===== src/rtl/flag_cond_unit_pkg.sv =====
// Shared definitions for the condition-flag unit: condition-code encoding
// and the bit positions of each flag inside the packed NZCV vector.
package cond_pkg;

    typedef enum logic [3:0] {
        COND_EQ = 4'h0,
        COND_NE = 4'h1,
        COND_CS = 4'h2,
        COND_CC = 4'h3,
        COND_MI = 4'h4,
        COND_PL = 4'h5,
        COND_VS = 4'h6,
        COND_VC = 4'h7,
        COND_HI = 4'h8,
        COND_LS = 4'h9,
        COND_GE = 4'hA,
        COND_LT = 4'hB,
        COND_GT = 4'hC,
        COND_LE = 4'hD,
        COND_AL = 4'hE,
        COND_NV = 4'hF
    } cond_e;

    localparam int FLAG_N = 3;
    localparam int FLAG_Z = 2;
    localparam int FLAG_C = 1;
    localparam int FLAG_V = 0;

endpackage


===== src/rtl/flag_cond_unit_if.sv =====
// Execute-stage to write-back bundle for the condition-flag unit.
// The master side (pipeline control / execute) drives the instruction and
// control strobes; the slave side (flag_cond_unit) returns registered results.
interface flag_cond_unit_if #(
    parameter int N = 4
);
    logic         valid_in;
    logic [3:0]   cond;
    logic         set_flags;
    logic [N-1:0] alu_result;
    logic         Neg;
    logic         Z;
    logic         C;
    logic         V;
    logic         stall;
    logic         flush;
    logic         save_flags;
    logic         restore_flags;
    logic         valid_out;
    logic         exec_en;
    logic [N-1:0] result_out;
    logic [3:0]   nzcv;

    modport master (
        output valid_in, cond, set_flags, alu_result, Neg, Z, C, V,
               stall, flush, save_flags, restore_flags,
        input  valid_out, exec_en, result_out, nzcv
    );

    modport slave (
        input  valid_in, cond, set_flags, alu_result, Neg, Z, C, V,
               stall, flush, save_flags, restore_flags,
        output valid_out, exec_en, result_out, nzcv
    );
endinterface


===== src/rtl/flag_cond_unit_cond_eval.sv =====
// Purely combinational condition evaluator: decides whether an instruction
// with the given condition code executes under the supplied NZCV flags.
// Kept standalone so the decoder can reuse it for branch prediction.
module cond_eval
    import cond_pkg::*;
(
    input  logic [3:0] cond,
    input  logic [3:0] nzcv,
    output logic       pass
);

    logic f_n;
    logic f_z;
    logic f_c;
    logic f_v;

    assign f_n = nzcv[FLAG_N];
    assign f_z = nzcv[FLAG_Z];
    assign f_c = nzcv[FLAG_C];
    assign f_v = nzcv[FLAG_V];

    // Condition table lookup; NV is reserved and never executes.
    always_comb begin
        pass = 1'b0;
        case (cond_e'(cond))
            COND_EQ: pass = f_z;
            COND_NE: pass = ~f_z;
            COND_CS: pass = f_c;
            COND_CC: pass = ~f_c;
            COND_MI: pass = f_n;
            COND_PL: pass = ~f_n;
            COND_VS: pass = f_v;
            COND_VC: pass = ~f_v;
            COND_HI: pass = f_c & ~f_z;
            COND_LS: pass = ~f_c | f_z;
            COND_GE: pass = (f_n == f_v);
            COND_LT: pass = (f_n != f_v);
            COND_GT: pass = ~f_z & (f_n == f_v);
            COND_LE: pass = f_z | (f_n != f_v);
            COND_AL: pass = 1'b1;
            COND_NV: pass = 1'b0;
            default: pass = 1'b0;
        endcase
    end

endmodule


===== src/rtl/flag_cond_unit.sv =====
// Architectural NZCV register with predication and one-deep save/restore.
// The condition is evaluated on the flags held before this edge, so an
// instruction's own flag update is visible to the next instruction with no
// bubble. Stall freezes everything, including save/restore requests.
module flag_cond_unit
    import cond_pkg::*;
#(
    parameter int N = 4
) (
    input  logic                 clk,
    input  logic                 rst_n,
    flag_cond_unit_if.slave      bus
);

    logic         pass;
    logic         accept;

    logic [3:0]   nzcv_d,       nzcv_q;
    logic [3:0]   shadow_d,     shadow_q;
    logic         valid_out_d,  valid_out_q;
    logic         exec_en_d,    exec_en_q;
    logic [N-1:0] result_out_d, result_out_q;

    cond_eval u_cond_eval (
        .cond (bus.cond),
        .nzcv (nzcv_q),
        .pass (pass)
    );

    assign accept = bus.valid_in & ~bus.stall & ~bus.flush;

    // Next-state: stall holds all state; restore beats the ALU update;
    // save captures the pre-edge flags, so save+restore swaps the two.
    always_comb begin
        nzcv_d       = nzcv_q;
        shadow_d     = shadow_q;
        valid_out_d  = valid_out_q;
        exec_en_d    = exec_en_q;
        result_out_d = result_out_q;

        if (!bus.stall) begin
            if (bus.restore_flags) begin
                nzcv_d = shadow_q;
            end else if (accept && bus.set_flags && pass) begin
                nzcv_d = {bus.Neg, bus.Z, bus.C, bus.V};
            end

            if (bus.save_flags) begin
                shadow_d = nzcv_q;
            end

            valid_out_d  = bus.valid_in & ~bus.flush;
            exec_en_d    = bus.valid_in & ~bus.flush & pass;
            result_out_d = bus.alu_result;
        end
    end

    // State registers with asynchronous clear.
    always_ff @(posedge clk or negedge rst_n) begin
        if (!rst_n) begin
            nzcv_q       <= 4'b0000;
            shadow_q     <= 4'b0000;
            valid_out_q  <= 1'b0;
            exec_en_q    <= 1'b0;
            result_out_q <= '0;
        end else begin
            nzcv_q       <= nzcv_d;
            shadow_q     <= shadow_d;
            valid_out_q  <= valid_out_d;
            exec_en_q    <= exec_en_d;
            result_out_q <= result_out_d;
        end
    end

    assign bus.nzcv       = nzcv_q;
    assign bus.valid_out  = valid_out_q;
    assign bus.exec_en    = exec_en_q;
    assign bus.result_out = result_out_q;

endmodule

===== src/flat_wrapper.sv =====
// flat-port wrapper written by rule: the top's interface ports become plain ports
module flag_cond_unit_flat import cond_pkg::*;
#(
    parameter int N = 4
)
  (clk, rst_n, bus_valid_in, bus_cond, bus_set_flags, bus_alu_result, bus_Neg, bus_Z, bus_C, bus_V, bus_stall, bus_flush, bus_save_flags, bus_restore_flags, bus_valid_out, bus_exec_en, bus_result_out, bus_nzcv);
  flag_cond_unit_if #(.N(N)) bus_i ();
  input  logic clk;
  input  logic rst_n;
  input wire logic [$bits(bus_i.valid_in)-1:0] bus_valid_in;
  input wire logic [$bits(bus_i.cond)-1:0] bus_cond;
  input wire logic [$bits(bus_i.set_flags)-1:0] bus_set_flags;
  input wire logic [$bits(bus_i.alu_result)-1:0] bus_alu_result;
  input wire logic [$bits(bus_i.Neg)-1:0] bus_Neg;
  input wire logic [$bits(bus_i.Z)-1:0] bus_Z;
  input wire logic [$bits(bus_i.C)-1:0] bus_C;
  input wire logic [$bits(bus_i.V)-1:0] bus_V;
  input wire logic [$bits(bus_i.stall)-1:0] bus_stall;
  input wire logic [$bits(bus_i.flush)-1:0] bus_flush;
  input wire logic [$bits(bus_i.save_flags)-1:0] bus_save_flags;
  input wire logic [$bits(bus_i.restore_flags)-1:0] bus_restore_flags;
  output wire logic [$bits(bus_i.valid_out)-1:0] bus_valid_out;
  output wire logic [$bits(bus_i.exec_en)-1:0] bus_exec_en;
  output wire logic [$bits(bus_i.result_out)-1:0] bus_result_out;
  output wire logic [$bits(bus_i.nzcv)-1:0] bus_nzcv;
  assign bus_i.valid_in = bus_valid_in;
  assign bus_i.cond = bus_cond;
  assign bus_i.set_flags = bus_set_flags;
  assign bus_i.alu_result = bus_alu_result;
  assign bus_i.Neg = bus_Neg;
  assign bus_i.Z = bus_Z;
  assign bus_i.C = bus_C;
  assign bus_i.V = bus_V;
  assign bus_i.stall = bus_stall;
  assign bus_i.flush = bus_flush;
  assign bus_i.save_flags = bus_save_flags;
  assign bus_i.restore_flags = bus_restore_flags;
  assign bus_valid_out = bus_i.valid_out;
  assign bus_exec_en = bus_i.exec_en;
  assign bus_result_out = bus_i.result_out;
  assign bus_nzcv = bus_i.nzcv;
  flag_cond_unit #(.N(N)) u_core (.clk(clk), .rst_n(rst_n), .bus(bus_i));
endmodule

===== config.mk =====
export PLATFORM = sky130hd
export DESIGN_NAME = flag_cond_unit_flat
export DESIGN_NICKNAME = d
export VERILOG_FILES = /design/src/rtl/flag_cond_unit_pkg.sv /design/src/rtl/flag_cond_unit_if.sv /design/src/rtl/flag_cond_unit_cond_eval.sv /design/src/rtl/flag_cond_unit.sv /design/src/flat_wrapper.sv
export SDC_FILE = /design/constraint.sdc
export NUM_CORES = 1
export LEC_CHECK = 0
export ABC_AREA = 1
export CAP_MARGIN = 20
export CORE_MARGIN = 1
export CORE_UTILIZATION = 45
export CTS_CLUSTER_DIAMETER = 200
export CTS_CLUSTER_SIZE = 25
export DETAILED_ROUTE_END_ITERATION = 8
export PLACE_DENSITY = 0.8
export SYNTH_ARGS = -nofsm -noshare
export SYNTH_HDL_FRONTEND = slang
export SYNTH_HIERARCHICAL = 1
export SYNTH_SLANG_ARGS = --single-unit

===== constraint.sdc =====
create_clock -name clk -period 4.5 [get_ports clk]
set_clock_uncertainty 0.1 [all_clocks]
set_input_delay 0.675 -clock clk [delete_from_list [all_inputs] [get_ports clk]]
set_output_delay 0.675 -clock clk [all_outputs]
set_load 0.01 [all_outputs]

==> flow_metrics.py <==
metrics = {
    "routing": {
        "wl_per_cell_um": 10.8,
        "final_antenna_net_count": 0,
        "via_per_inst": 4.86,
        "drt_first_pass_iters": 4,
        "wl_met2_um": 926,
        "drc": 0,
        "wl_um": 1850,
        "wirelength_met1_um": 831,
        "num_vias": 831,
        "drtIter0Drc": 16,
        "top_layer_used": "met4",
        "wl_met3_um": 82,
    },
    "cells_and_area": {
        "n_antenna_cell": 0,
        "areaGrowthSynthToFinish_pct": 41.0,
        "fill_cells": 152,
        "final_layout_size_suffix_gt1_frac": 0.137,
        "layout.nets": 167,
        "fin_util": 0.687,
    },
    "flow_run": {
        "cap_violations": 0,
    },
    "clocking": {
        "cts_tree": "done",
        "cts_sinks": 14,
        "clock_latency_ns": 0.28,
        "h-tree-depth": 1,
        "clkTransAtPathRegs_ns": 0.09,
        "ctsHoldBuffers": 0,
        "numCtsBuffers": 3,
        "post_cts_resized": 0,
        "cts_setup_buffers": 0,
        "clk_path_buf_depth": 2,
        "clock-root-buffer": "clkbuf_4",
    },
    "die": {
        "die_x_um": 45.7,
        "initial_core_util": 0.487,
        "pin_count": 30,
        "dieHeight_um": 45.7,
        "fp-row-count": 15,
        "dieArea_um2": 2090,
        "core_area_um2": 1760,
    },
    "logic_synthesis": {
        "synth_seq_cells": 14,
        "syn_area_per_cell_um2": 7.54,
        "syn_nets": 134,
        "syn-instance-count": 114,
        "yosys_warnings": 6,
        "synth_area_leader_cell": "dfrtp_1",
        "ys_seq_area_frac": 0.408,
        "synthTopCellsByArea": "dfrtp_1, nand2_1, nand3_1, mux2_4, nand2_4",
        "ys_types": 17,
        "synthesis.area_um2": 860,
        "synth_top_area_share": 0.408,
    },
    "sta": {
        "clock.fmax_ghz": 0.457,
        "fin_crit_ns": 2.19,
        "drv_slew": 0,
        "setup_violations": 0,
        "slew-limit-headroom": 0.579,
        "tightest_slew_ns": 0.629,
        "rsz0062_at_grt": "false",
        "hold_viol": 0,
        "fin_crit_sh": 0.486,
        "fin_setup_tns_ns": 0,
    },
    "grt": {
        "grt_pass1_wl_um": 3090,
        "globalRouteOverflowTotal": 0,
        "first_global_vias": 751,
        "antenna_found_initial": 0,
        "grt_max_degree": 15,
        "grt_usage": 0.206,
    },
    "worst_setup_path": {
        "crit_path_start_kind": "primary input",
        "crit_slowest_cell": "clkdlybuf4s50_1",
        "required_ns": 4.58,
        "cp_cell_sequence": "clkdlybuf4s50_1 > nor2_2 > nand3_1 > nand2_1 > inv_1 > nand2_1 > nand2_1 > nand3_1 > nand2_1 > nand3_2 > nand4_4 > nand2_4 > nand2_4 > nand2_1 > nand2_1",
        "cp-end-kind": "register",
        "cp_max_fo": 5,
        "path_common_cell": "nand2_1",
        "cpPeakStageDelay_ns": 0.49,
        "worstPathArrival_ns": 2.26,
        "critical_path_class": "primary input to register",
    },
    "pwr": {
        "peakVddDrop_uv": 233,
        "p_per_area_nw_per_um2": 311,
        "p_leak_nw": 0.623,
    },
    "placement": {
        "port_buffers": 29,
        "routabilityCongestion": 0.753,
        "hpwl_um": 1440,
    },
    "worst_hold_path": {
        "hold_class": "register to register",
    },
    "outcome": {
        "run_status": "completed",
    },
}
-- registers in the layout, indices dropped and copies added, names as in the netlist --
name	cells
u_core/bus.valid_out	1
u_core/shadow_q	4
u_core/bus.result_out	4
u_core/bus.exec_en	1
u_core/bus.nzcv	4
-- Yosys cell counts --
cell type and count:
a21oi_1 1, nor2_1 2, nor2_2 4, nand2_1 54
nand2_4 3, nand3_2 1, buf_2 1, o21ai_1 2
mux2_4 4, o21ai_0 1, dfrtp_1 14, inv_2 2
nand4_4 1, nand3_1 13, o211ai_1 2, inv_1 8
inv_4 1
-- metrics by stage --
| stage | cell area (um^2) | worst slack, ns | power, mW | hold WS (ns) | cells |
|---|---|---|---|---|---|
| 4_1_cts | 1210 | 2.33 | 0.382 | 0.388 | 171 |
| 6_report | 1210 | 2.31 | 0.377 | 0.386 | 171 |
| 3_3_place_gp | 1180 | 2.09 | 0.288 | 0.363 | 167 |
| 3_5_place_dp | 1180 | 2.03 | 0.291 | 0.364 | 167 |
| 2_1_floorplan | 860 | 2.71 | 0.233 | 0.279 | 114 |
| 5_1_grt | 1210 | 2.19 | 0.405 | 0.419 | 171 |
-- area by class of cell --
type	count	area (um^2)	area share
clock buffers	4	36.3	0.0299
inverters	11	43.8	0.0361
multi-input cells	88	460	0.380
flip-flops and latches	14	350	0.289
well taps	25	31.3	0.0258
repair buffers	29	290	0.239
-- layout by cell type, fill, tap and decap left out, types with 3 or more instances in the layout --
master and instances:
clkbuf_4 3, nand2_1 54, nand3_1 13, inv_1 8, clkdlybuf4s50_1 29, dfrtp_1 14, nand2_4 3, mux2_4 4
nor2_2 4
-- power breakdown --
group / internal [mW] / leakage (nW) / switching [mW] / total [mW]
sequential: 0.146 / 0.178 / 0.0191 / 0.165
combinational: 0.0668 / 0.425 / 0.0569 / 0.124
clock: 0.0492 / 0.0210 / 0.0398 / 0.0889
-- critical path: cells and delay by family --
kind / cells / cell delay (ns)
buffers and inverters: 2 / 0.53
AND/OR/NAND/NOR: 13 / 1.05
-- cell families (layout without fill, tap and decap cells) --
kind of cell	count (synthesis)	in the layout	synth area share
compound gates	6	6	0.0407
buf+inv	12	44	0.0568
flops	14	14	0.408
mux	4	4	0.0699
simple gates	78	78	0.425
-- path summary, 6_finish.rpt --
kind / startpoint / end / slack [ns] / cells past startpoint
worst max-delay path: bus_cond[1] / u_core/bus.nzcv[2]$_DFFE_PN0P_ / 2.31 / 15
worst min-delay path: u_core/bus.valid_out$_DFFE_PN0N_ / u_core/bus.valid_out$_DFFE_PN0N_ / 0.39 / 2
worst max register to register: u_core/bus.nzcv[3]$_DFFE_PN0P_ / u_core/bus.nzcv[2]$_DFFE_PN0P_ / 2.77 / 14
worst min register to register: u_core/bus.valid_out$_DFFE_PN0N_ / u_core/bus.valid_out$_DFFE_PN0N_ / 0.39 / 2
max in group asynchronous: rst_n / u_core/bus.nzcv[0]$_DFFE_PN0P_ / 3.21 / 1
min in group asynchronous: rst_n / u_core/bus.result_out[3]$_DFFE_PN0N_ / 0.68 / 1
-- routing by layer --
layer / up-vias / GRT usage
met2: 23 / 0.337
met3: 2 / 0.0238
met5: - / 0
li1: 428 / -
met1: 378 / 0.275
met4: 0 / 0.0882
Power figures use the tool's default switching activity.
